**config.mk**
```make
export PLATFORM = sky130hd
export DESIGN_NAME = timer_arbiter
export DESIGN_NICKNAME = d
export VERILOG_FILES = /design/src/rtl/timer_arbiter.sv
export SDC_FILE = /design/constraint.sdc
export NUM_CORES = 1
export LEC_CHECK = 0
export CAP_MARGIN = 20
export CORE_UTILIZATION = 31
export CTS_CLUSTER_SIZE = 28
export DETAILED_ROUTE_END_ITERATION = 12
export GPL_TIMING_DRIVEN = 0
export MAX_ROUTING_LAYER = met4
export SLEW_MARGIN = 40
export SYNTH_ARGS = -nofsm -noshare
export SYNTH_HDL_FRONTEND = slang
export SYNTH_SLANG_ARGS = --single-unit
```
**constraint.sdc**
```tcl
create_clock -name clock -period 3.35 [get_ports clock]
set_input_delay 0.67 -clock clock [delete_from_list [all_inputs] [get_ports clock]]
set_output_delay 0.67 -clock clock [all_outputs]
set_load 0.03 [all_outputs]
```
**src/rtl/timer_arbiter.sv**
```systemverilog
// Fixed-priority arbiter and sequencer for the shared alarm countdown.
// Grants one requester, loads its interval value, counts down on 1 Hz ticks, then pulses done.
module timer_arbiter #(
  parameter int NREQ = 4,
  parameter int CW   = 4
) (
  input  logic            clock,
  input  logic            reset,
  input  logic            one_hz_enable,
  input  logic [NREQ-1:0] req,
  input  logic [CW-1:0]   value,
  output logic [1:0]      interval,
  output logic [NREQ-1:0] grant,
  output logic [NREQ-1:0] done,
  output logic            busy,
  output logic [CW-1:0]   remaining
);

  typedef enum logic [1:0] {
    S_IDLE  = 2'd0,
    S_LOAD  = 2'd1,
    S_COUNT = 2'd2,
    S_DONE  = 2'd3
  } state_t;

  localparam logic [1:0] TOP = 2'(NREQ - 1);

  state_t          state, state_d;
  logic [1:0]      g, g_d;
  logic [1:0]      interval_d;
  logic [NREQ-1:0] grant_d, done_d, served, served_d;
  logic [CW-1:0]   remaining_d;
  logic            busy_d;

  logic [NREQ-1:0] elig;
  logic [1:0]      win;
  logic            any_elig;
  logic            active, preempt, cancel;

  assign elig     = req & ~served;
  assign any_elig = |elig;
  assign active   = (state == S_LOAD) || (state == S_COUNT);
  assign preempt  = active && (g != TOP) && elig[NREQ-1];
  assign cancel   = active && !req[g];

  // Ascending scan so the highest eligible index wins.
  always_comb begin
    win = '0;
    for (int unsigned i = 0; i < NREQ; i++) begin
      if (elig[i]) win = 2'(i);
    end
  end

  always_comb begin
    state_d     = state;
    g_d         = g;
    grant_d     = grant;
    done_d      = '0;
    interval_d  = interval;
    remaining_d = remaining;
    served_d    = served & req;

    case (state)
      S_IDLE: begin
        if (any_elig) begin
          g_d        = win;
          grant_d    = NREQ'(1) << win;
          interval_d = win;
          state_d    = S_LOAD;
        end
      end

      S_LOAD, S_COUNT: begin
        // Preemption outranks cancel: both land in a fresh LOAD for the top requester.
        if (preempt) begin
          g_d        = TOP;
          grant_d    = NREQ'(1) << TOP;
          interval_d = TOP;
          state_d    = S_LOAD;
        end else if (cancel) begin
          grant_d = '0;
          state_d = S_IDLE;
        end else if (state == S_LOAD) begin
          if (value == '0) begin
            remaining_d = '0;
            done_d      = grant;
            state_d     = S_DONE;
          end else begin
            remaining_d = value;
            state_d     = S_COUNT;
          end
        end else if (one_hz_enable) begin
          if (remaining == CW'(1)) begin
            remaining_d = '0;
            done_d      = grant;
            state_d     = S_DONE;
          end else begin
            remaining_d = remaining - CW'(1);
          end
        end
      end

      S_DONE: begin
        grant_d  = '0;
        served_d = (served | grant) & req;
        state_d  = S_IDLE;
      end

      default: state_d = S_IDLE;
    endcase

    busy_d = (state_d != S_IDLE);
  end

  always_ff @(posedge clock or negedge reset) begin
    if (!reset) begin
      state     <= S_IDLE;
      g         <= '0;
      grant     <= '0;
      done      <= '0;
      interval  <= '0;
      remaining <= '0;
      busy      <= 1'b0;
      served    <= '0;
    end else begin
      state     <= state_d;
      g         <= g_d;
      grant     <= grant_d;
      done      <= done_d;
      interval  <= interval_d;
      remaining <= remaining_d;
      busy      <= busy_d;
      served    <= served_d;
    end
  end

endmodule
```
## Word level (Yosys, flattened, before mapping)

Index checks and enable logic that the tools add are counted.

| operators by class | value |
|---|---|
| order comparisons | 1 |
| muxes and demuxes | 32 |
| bitwise logic cells | 7 |
| equality and inequality tests | 8 |
| reductions and logical operators | 15 |
| shift operators | 1 |
| add/sub/neg operators | 1 |

Operators by type and width:

| cell | count |
|---|---|
| 4-bit two-way mux | 15 |
| 2-bit two-way mux | 10 |
| 4-bit AND | 3 |
| 4-bit case mux with 3 select lines | 1 |
| 2-bit != test, second input constant | 3 |
| 2-bit case mux with 3 select lines | 1 |
| 2-bit nonzero test | 3 |
| 2-bit equality test, second input constant | 2 |
| 4-bit by 1-bit equality test with 1-bit output, second input constant | 1 |
| 4-bit zero test | 1 |
| 4-bit inverter | 1 |
| 4-bit bitwise OR | 1 |
| 2-bit case mux with 2 select lines | 1 |
| 4-bit AND reduction | 1 |
| 4-bit OR reduction | 1 |
| 1-bit by 2-bit << shifter with 4-bit output, first input constant | 1 |
| 4-bit by 1-bit subtractor with 4-bit output, second input constant | 1 |
| 1-bit logical AND | 3 |
| 2-bit by 3-bit < comparator with 1-bit output, second input constant | 1 |
| 1-bit two-way mux | 3 |
| 3-bit != test, second input constant | 1 |
| 3-bit AND reduction | 1 |
| 1-bit binary-select mux with 2-bit select | 1 |
| 2-bit by 1-bit equality test with 1-bit output, second input constant | 1 |
| 6 further kinds | 7 |

| storage, ports and cells | value |
|---|---|
| word-level logic and storage cells | 72 |
| register bits | 21 |
| input bits | 11 |

## Depth between registers and ports, before layout

Gate-level depths: netlist (run 1).

| depth | value |
|---|---|
| depth in word-level cells | 8 |
| depth in mapped cells | 8 |
| gate-level depth less buffers | 7 |

## Worst setup path before layout (run 1)

OpenSTA, ideal clock, no wires.

| path | value |
|---|---|
| path kind | reg2reg |
| from | register remaining[1] |
| to | register busy |
| arrival | 1.796 ns |
| slack | 1.430 ns |
| data required time | 3.226 ns |
| clock period less this slack | 1.920 ns |
| setup time | 0.124 ns |
| stages on the path, launching flop included | 7 |
| buffers on the path | 0 |
| cells stage by stage | dfrtp_1 > inv_1 > ha_1 > and3_1 > o311a_1 > o32a_1 > or2_1 |

| on the way | value |
|---|---|
| cells in the longest elaborated chain, start to end | 8 |

RTL lines:

| what | RTL line | source |
|---|---|---|
| start, declared | 16 | `output logic [CW-1:0] remaining` |
| start signal, assigned | 131 | `remaining <= remaining_d;` |
| 4-bit by 1-bit equality test with 1-bit output | 93 | `if (remaining == CW'(1)) begin` |
| 2-bit two-way mux | 93 |  |
| 2-bit two-way mux | 92 | `end else if (one_hz_enable) begin` |
| 2-bit two-way mux | 83 | `end else if (state == S_LOAD) begin` |
| 2-bit two-way mux | 80 | `end else if (cancel) begin` |
| 2-bit two-way mux | 75 | `if (preempt) begin` |
| 2-bit case mux with 3 select lines | 63 | `case (state)` |
| named net state_d[0] | 28 | `state_t state, state_d;` |
| 2-bit nonzero test | 112 | `busy_d = (state_d != S_IDLE);` |
| named net busy_d | 33 | `logic busy_d;` |
| end signal, assigned | 132 | `busy <= busy_d;` |
| end, declared | 15 | `output logic busy,` |

The timed path passes the listed nets, and every way through them passes these cells.
A chain may end at the register's enable or synchronous reset.

## Worst setup path in the final report (run 1)

| path | value |
|---|---|
| from | input port req[3] |
| to | register remaining[1] |

| on the way | value |
|---|---|
| cells in the longest elaborated chain, start to end | 6 |
| elaborated cells on any way between the ends | 9 |
| classes of those cells | mux: 2; bitwise: 3; reduce/logical: 4 |

RTL lines:

| what | RTL line | source |
|---|---|---|
| start, declared | 10 | `input logic [NREQ-1:0] req,` |
| 1-bit binary-select mux with 2-bit select | 44 | `assign cancel = active && !req[g];` |
| 1-bit two-way mux (implied by the code) | 44 |  |
| 1-bit zero test | 44 |  |
| 1-bit logical AND | 44 |  |
| 1-bit inverter (no line) | -- |  |
| 4-bit AND reduction (no line) (*) | -- |  |

Every way passes the cells marked *; elsewhere a longest branch is shown, timed or not. The select of a mux whose other input is x is not followed.

==> results.cfg, run 1 <==
[outcome]
status = completed

[critical_path]
slowest_stage = clkdlybuf4s50_1
end_kind = register
path_cells = clkdlybuf4s50_1 > nor2b_2 > and3_4 > nand2b_2 > buf_6 > or4_1 > o211ai_1
crit_arrival_ns = 2.30
timing_worst_setup_path_type = in2reg
start_kind = input port
required_ns = 3.54
path_buf_inv = 2
critical-path-top-delay-family = simple AND/OR/NAND/NOR gates
cp_max_fo = 10
slowest_delay_ns = 0.45

[floorplan]
start_util_pct = 33.6
ioPinCount = 26
core-area_sq_um = 3440
die_x_um = 63.0
die_y_um = 63.0
placementRows = 21
dieArea_sq_um = 3970

[yosys]
syn_avg_cell_area_sq_um = 10.1
async_reset_ff_share_pct = 100
synth_cells = 114
syn_area_sq_um = 1150
synth_ff_type = dfrtp_1
yosysWarnings = 0
synth.net_count = 130
synth_edf_count = 0
yosysSeqAreaShare_pct = 45.5
synth_cell_types = 40
ys_ff_latch = 21

[clocking]
cts_buffers = 3
cts_setup_buffers = 0
holdBufCountCts = 0
clk_pin_slew_ns = 0.08
ctsResizeCount = 0
worstSkewPairLatency_ns = 0.26
cts_htree_levels = 1
cts_root_buf = clkbuf_8
clock_path_buffers = 2
cts_tree = done
clock-sinks = 21

[routing]
drtIter0Drc = 71
remaining_drc_errors = 0
first_pass_iters = 4
vias = 938
routed_wl_mm = 2.42
postRouteAntennaNets = 0
viasPerCell = 4.96
wl_per_cell_um = 12.8

[pwr]
total_power_mw = 1.30
power_density_nw_per_um2 = 862
vdd_ir_drop_max_mv = 0.335
power_leakage_nw = 0.680

[sta]
slew_violations = 0
final.period_utilization_pct = 63.1
maxSlewHeadroom_pct = 69.5
min_period_ns = 2.12
tightest_slew_ns = 0.457
finalSetupViolCount = 0
fmax_mhz = 473
rsz0062_at_grt = no
hold_viol = 0
fin_setup_tns_ns = 0
fin_skew_ns = 0.00236

[layout]
area_delta_synth_final_pct = 30.4
final_nets = 160
antennaDiodeCount = 0
fin_util_pct = 43.8
fin_cells = 189
drive_gt1_share_pct = 10.5

[global_routing]
grt_pass1_vias = 976
grt_max_degree = 22
grt_pass1_wl_mm = 4.36
grt_antenna_before_repair = 0
grt.total_usage_pct = 14.5
grt-ovfl-total = 0

[place]
hpwl_mm = 1.85
io_buffer_count = 25
routabilityCongestion = 0.902
dp.cells = 185

[flow_run]
drv_cap = 0

[min_path]
hold_path_class = in2async
==> layer usage <==
layer	wire length, um	GRT usage, %	up-vias
li1	-	-	468
met1	1200	18.3	438
met2	1070	22.2	28
met3	107	2.74	4
met4	40	6.98	0
met5	0	-	-
==> per-stage QoR <==
step	setup WS [ns]	instance area [sq um]	hold WS, ns
after global placement	0.948	1460	0.496
after global routing	1.16	1510	0.392
after floorplan	1.43	1150	0.374
final	1.23	1510	0.344
after detailed placement	0.953	1460	0.499
after CTS	1.23	1510	0.372
==> path summary, 6_finish.rpt <==
check                      slack, ns  depth (start not counted)                  endpoint                start
min                             0.34                          1         done[2]$_DFF_PN0_                reset
min reg2reg                     0.52                          2       served[1]$_DFF_PN0_  served[1]$_DFF_PN0_
min in group clock              0.52                          2       served[1]$_DFF_PN0_  served[1]$_DFF_PN0_
max reg2reg                     1.37                          8  remaining[1]$_DFFE_PN0P_   state[0]$_DFF_PN0_
max                             1.23                          7  remaining[1]$_DFFE_PN0P_               req[3]
max in group asynchronous       2.69                          1  remaining[3]$_DFFE_PN0P_                reset
==> final cells by class <==
class                   instances  area, sq um
fillers                       343         1940
inverters                       6         22.5
well taps                      46         57.6
flip-flops and latches         21          526
multi-input cells              85          583
plain buffers                   2         23.8
clock buffers                   3         41.3
repair buffers                 25          245
clock inverters                 1         7.51
==> power by group <==
| part | internal (mW) | total (mW) | leakage [nW] | switching, mW |
|---|---|---|---|---|
| combinational | 0.335 | 0.733 | 0.387 | 0.398 |
| sequential | 0.323 | 0.396 | 0.271 | 0.0731 |
| clock | 0.0841 | 0.170 | 0.0217 | 0.0858 |
| total | 0.742 | 1.30 | 0.680 | 0.557 |
==> kinds of logic after synthesis <==
kind of cell	share of synthesized area, %
multiplexers	5.53
adder cells (fa/ha/maj)	5.42
buffers and inverters	4.01
flip-flops	45.5
AND/OR/NAND/NOR	22.5
AO/OA/AOI/OAI	17.0
==> registers in the layout (all words and copies together), names as in the netlist <==
signal,flops
g,2
state,2
grant,4
done,4
served,4
busy,1
remaining,4
==> placed cells by master (no fill, tap or decap), types with 2 or more instances in the layout <==
cell	netlist	final
inv_1	6	6
nand2_1	7	7
dfrtp_1	21	21
clkbuf_8	0	3
nor3_1	4	4
nor4_1	2	2
mux2_2	3	3
a21oi_1	7	7
mux2i_1	3	3
nor2b_1	6	6
ha_1	5	5
clkdlybuf4s50_1	0	24
and2_1	4	4
nor2_1	8	8
nand2b_1	6	6
a21o_1	2	2
o21ai_0	5	5
==> worst reg2reg max path: cells and delay by family (launching register included) <==
family          cells  cell delay (ns)
compound gates      2             0.35
fa+ha+maj           1             0.35
buf+inv             2             0.20
flops               1             0.43
simple gates        3             0.58
==> synth_stat cells, types with 2 or more instances <==
cell      instances  area, sq um
nor2b_1           6         37.5
mux2_2            3         33.8
nor4_1            2         12.5
a21o_1            2         15.0
o21ai_0           5         25.0
a21oi_1           7         35.0
nor3_1            4         20.0
mux2i_1           3         30.0
ha_1              5         62.6
nand2b_1          6         37.5
nand2_1           7         26.3
and2_1            4         25.0
nor2_1            8         30.0
dfrtp_1          21          526
inv_1             6         22.5
Power figures use the tool's default switching activity.
==> inputs of run 2 (changes only) <==
==> constraint.sdc (replaced) <==
create_clock -name clock -period 1.7 [get_ports clock]
set_input_delay 0.34 -clock clock [delete_from_list [all_inputs] [get_ports clock]]
set_output_delay 0.34 -clock clock [all_outputs]
set_load 0.03 [all_outputs]
==> results.cfg, run 2 (synthesized netlist as in run 1, its figures left out) <==
[outcome]
status = finished with violations
violations = setup timing

[routing]
postRouteAntennaNets = 0
drtIter0Drc = 38
vias = 997
first_pass_iters = 4
wl_per_cell_um = 13.5
viasPerCell = 5.06
remaining_drc_errors = 0
routed_wl_mm = 2.66

[clocking]
cts_tree = done
clock-sinks = 21
clock_path_buffers = 2
clk_pin_slew_ns = 0.08
cts_buffers = 3
cts_root_buf = clkbuf_8
cts_htree_levels = 1
worstSkewPairLatency_ns = 0.26

[critical_path]
required_ns = 1.85
slowest_stage = clkdlybuf4s50_1
start_kind = input port
cp_max_fo = 4
path_cells = clkdlybuf4s50_1 > mux2i_2 > o22ai_4 > buf_4 > o311a_1 > o32a_1 > or2_1
end_kind = register
slowest_delay_ns = 0.46
timing_worst_setup_path_type = in2reg
crit_arrival_ns = 1.92

[sta]
maxSlewHeadroom_pct = 67.2
setup_ws_ns = -0.0676
hold_viol = 0
tightest_slew_ns = 0.492
finalSetupViolCount = 3
rsz0062_at_grt = yes
fin_skew_ns = 0.00219
fmax_mhz = 566
min_period_ns = 1.77
final.period_utilization_pct = 104
slew_violations = 0

[place]
io_buffer_count = 25
hpwl_mm = 1.85
place_area_sq_um = 1480
routabilityCongestion = 0.903

[pwr]
seqPwrFrac_pct = 27.7
p_clk_share_pct = 11.9
p_switching_mw = 1.23
share_comb_of_total_power_pct = 60.4
vdd_ir_drop_max_mv = 0.687
power_leakage_nw = 0.768
power_density_nw_per_um2 = 1750
p_int_mw = 1.61
p_sw_share_pct = 43.3

[floorplan]
die_x_um = 63.0
placementRows = 21
start_util_pct = 33.6
die_y_um = 63.0
core-area_sq_um = 3440
dieArea_sq_um = 3970
ioPinCount = 26

[layout]
layout_common_cells = dfrtp_1 (18), clkdlybuf4s50_1 (13), buf_4 (9)
final_nets = 168
fin_util_pct = 47.4
fillers = 333
area_delta_synth_final_pct = 41.2
drive_gt1_share_pct = 27.2
final_common_cell = dfrtp_1
antennaDiodeCount = 0
fin_area_sq_um = 1630

[flow_run]
drv_cap = 0

[global_routing]
grt_max_degree = 22
grt-ovfl-total = 0
grt_pass1_vias = 958
grt.total_usage_pct = 14.2
grt_antenna_before_repair = 0
grt_pass1_wl_mm = 4.27

[min_path]
hold_path_class = in2async
run 2: per-layer routing:
layer  global-route usage (%)  wire length, um
met5                        -                0
met4                     4.36               27
met3                     3.47              170
met2                     23.1             1260
met1                     17.3             1200
run 2: repair_timing:
action,in CTS,in global routing
pin swaps,1,5
hold buffers,0,0
buffers inserted,5,4
setup endpoints to repair,14,13
gates resized for setup,11,14
run 2: power groups by stage:
stage / logic (mW) / clock network, mW / registers, mW
2_1_floorplan: 0.902 / 0 / 0.971
3_3_place_gp: 1.50 / 0 / 0.798
3_5_place_dp: 1.52 / 0 / 0.801
4_1_cts: 1.65 / 0.349 / 0.778
5_1_grt: 1.86 / 0.376 / 0.815
6_report: 1.72 / 0.338 / 0.789
run 2: per-stage QoR:
step	power (mW)	TNS (ns)	setup slack, ns	hold slack, ns	std cells
global route	3.05	-0.517	-0.138	0.0571	197
detailed placement	2.32	-3.64	-0.387	0.328	185
CTS	2.78	-0.117	-0.0678	0.0384	194
floorplan	1.87	-0.0767	-0.0395	0.0444	114
global placement	2.30	-3.37	-0.381	0.495	185
finish	2.85	-0.167	-0.0676	0.0313	197
run 2: worst paths after layout:
path                                      from  slack [ns]                        to  depth (start not counted)
max                                     req[2]       -0.07            busy$_DFF_PN0_                          7
min                                      reset        0.03      grant[1]$_DFFE_PN0P_                          1
max reg2reg                 state[1]$_DFF_PN0_       -0.06  remaining[1]$_DFFE_PN0P_                          7
min reg2reg                served[0]$_DFF_PN0_        0.53       served[0]$_DFF_PN0_                          2
max in group asynchronous                reset        1.31          g[1]$_DFFE_PN0P_                          1
min in group clock                      req[3]        0.51       served[3]$_DFF_PN0_                          2
run 2: cell type report:
type	count	area (sq um)	share of cell area [%]
repair buffers	34	314	19.3
clock buffers	3	41.3	2.53
clock inverters	1	7.51	0.460
well taps	46	57.6	3.53
inverters	6	22.5	1.38
plain buffers	1	5.00	0.307
flip-flops and latches	21	529	32.5
multi-input cells	85	653	40.1
run 2: critical path: cells and delay by family:
kind / cells / cell delay [ns]
compound gates: 3 / 0.52
buf+inv: 2 / 0.61
mux: 1 / 0.24
simple gates: 1 / 0.21
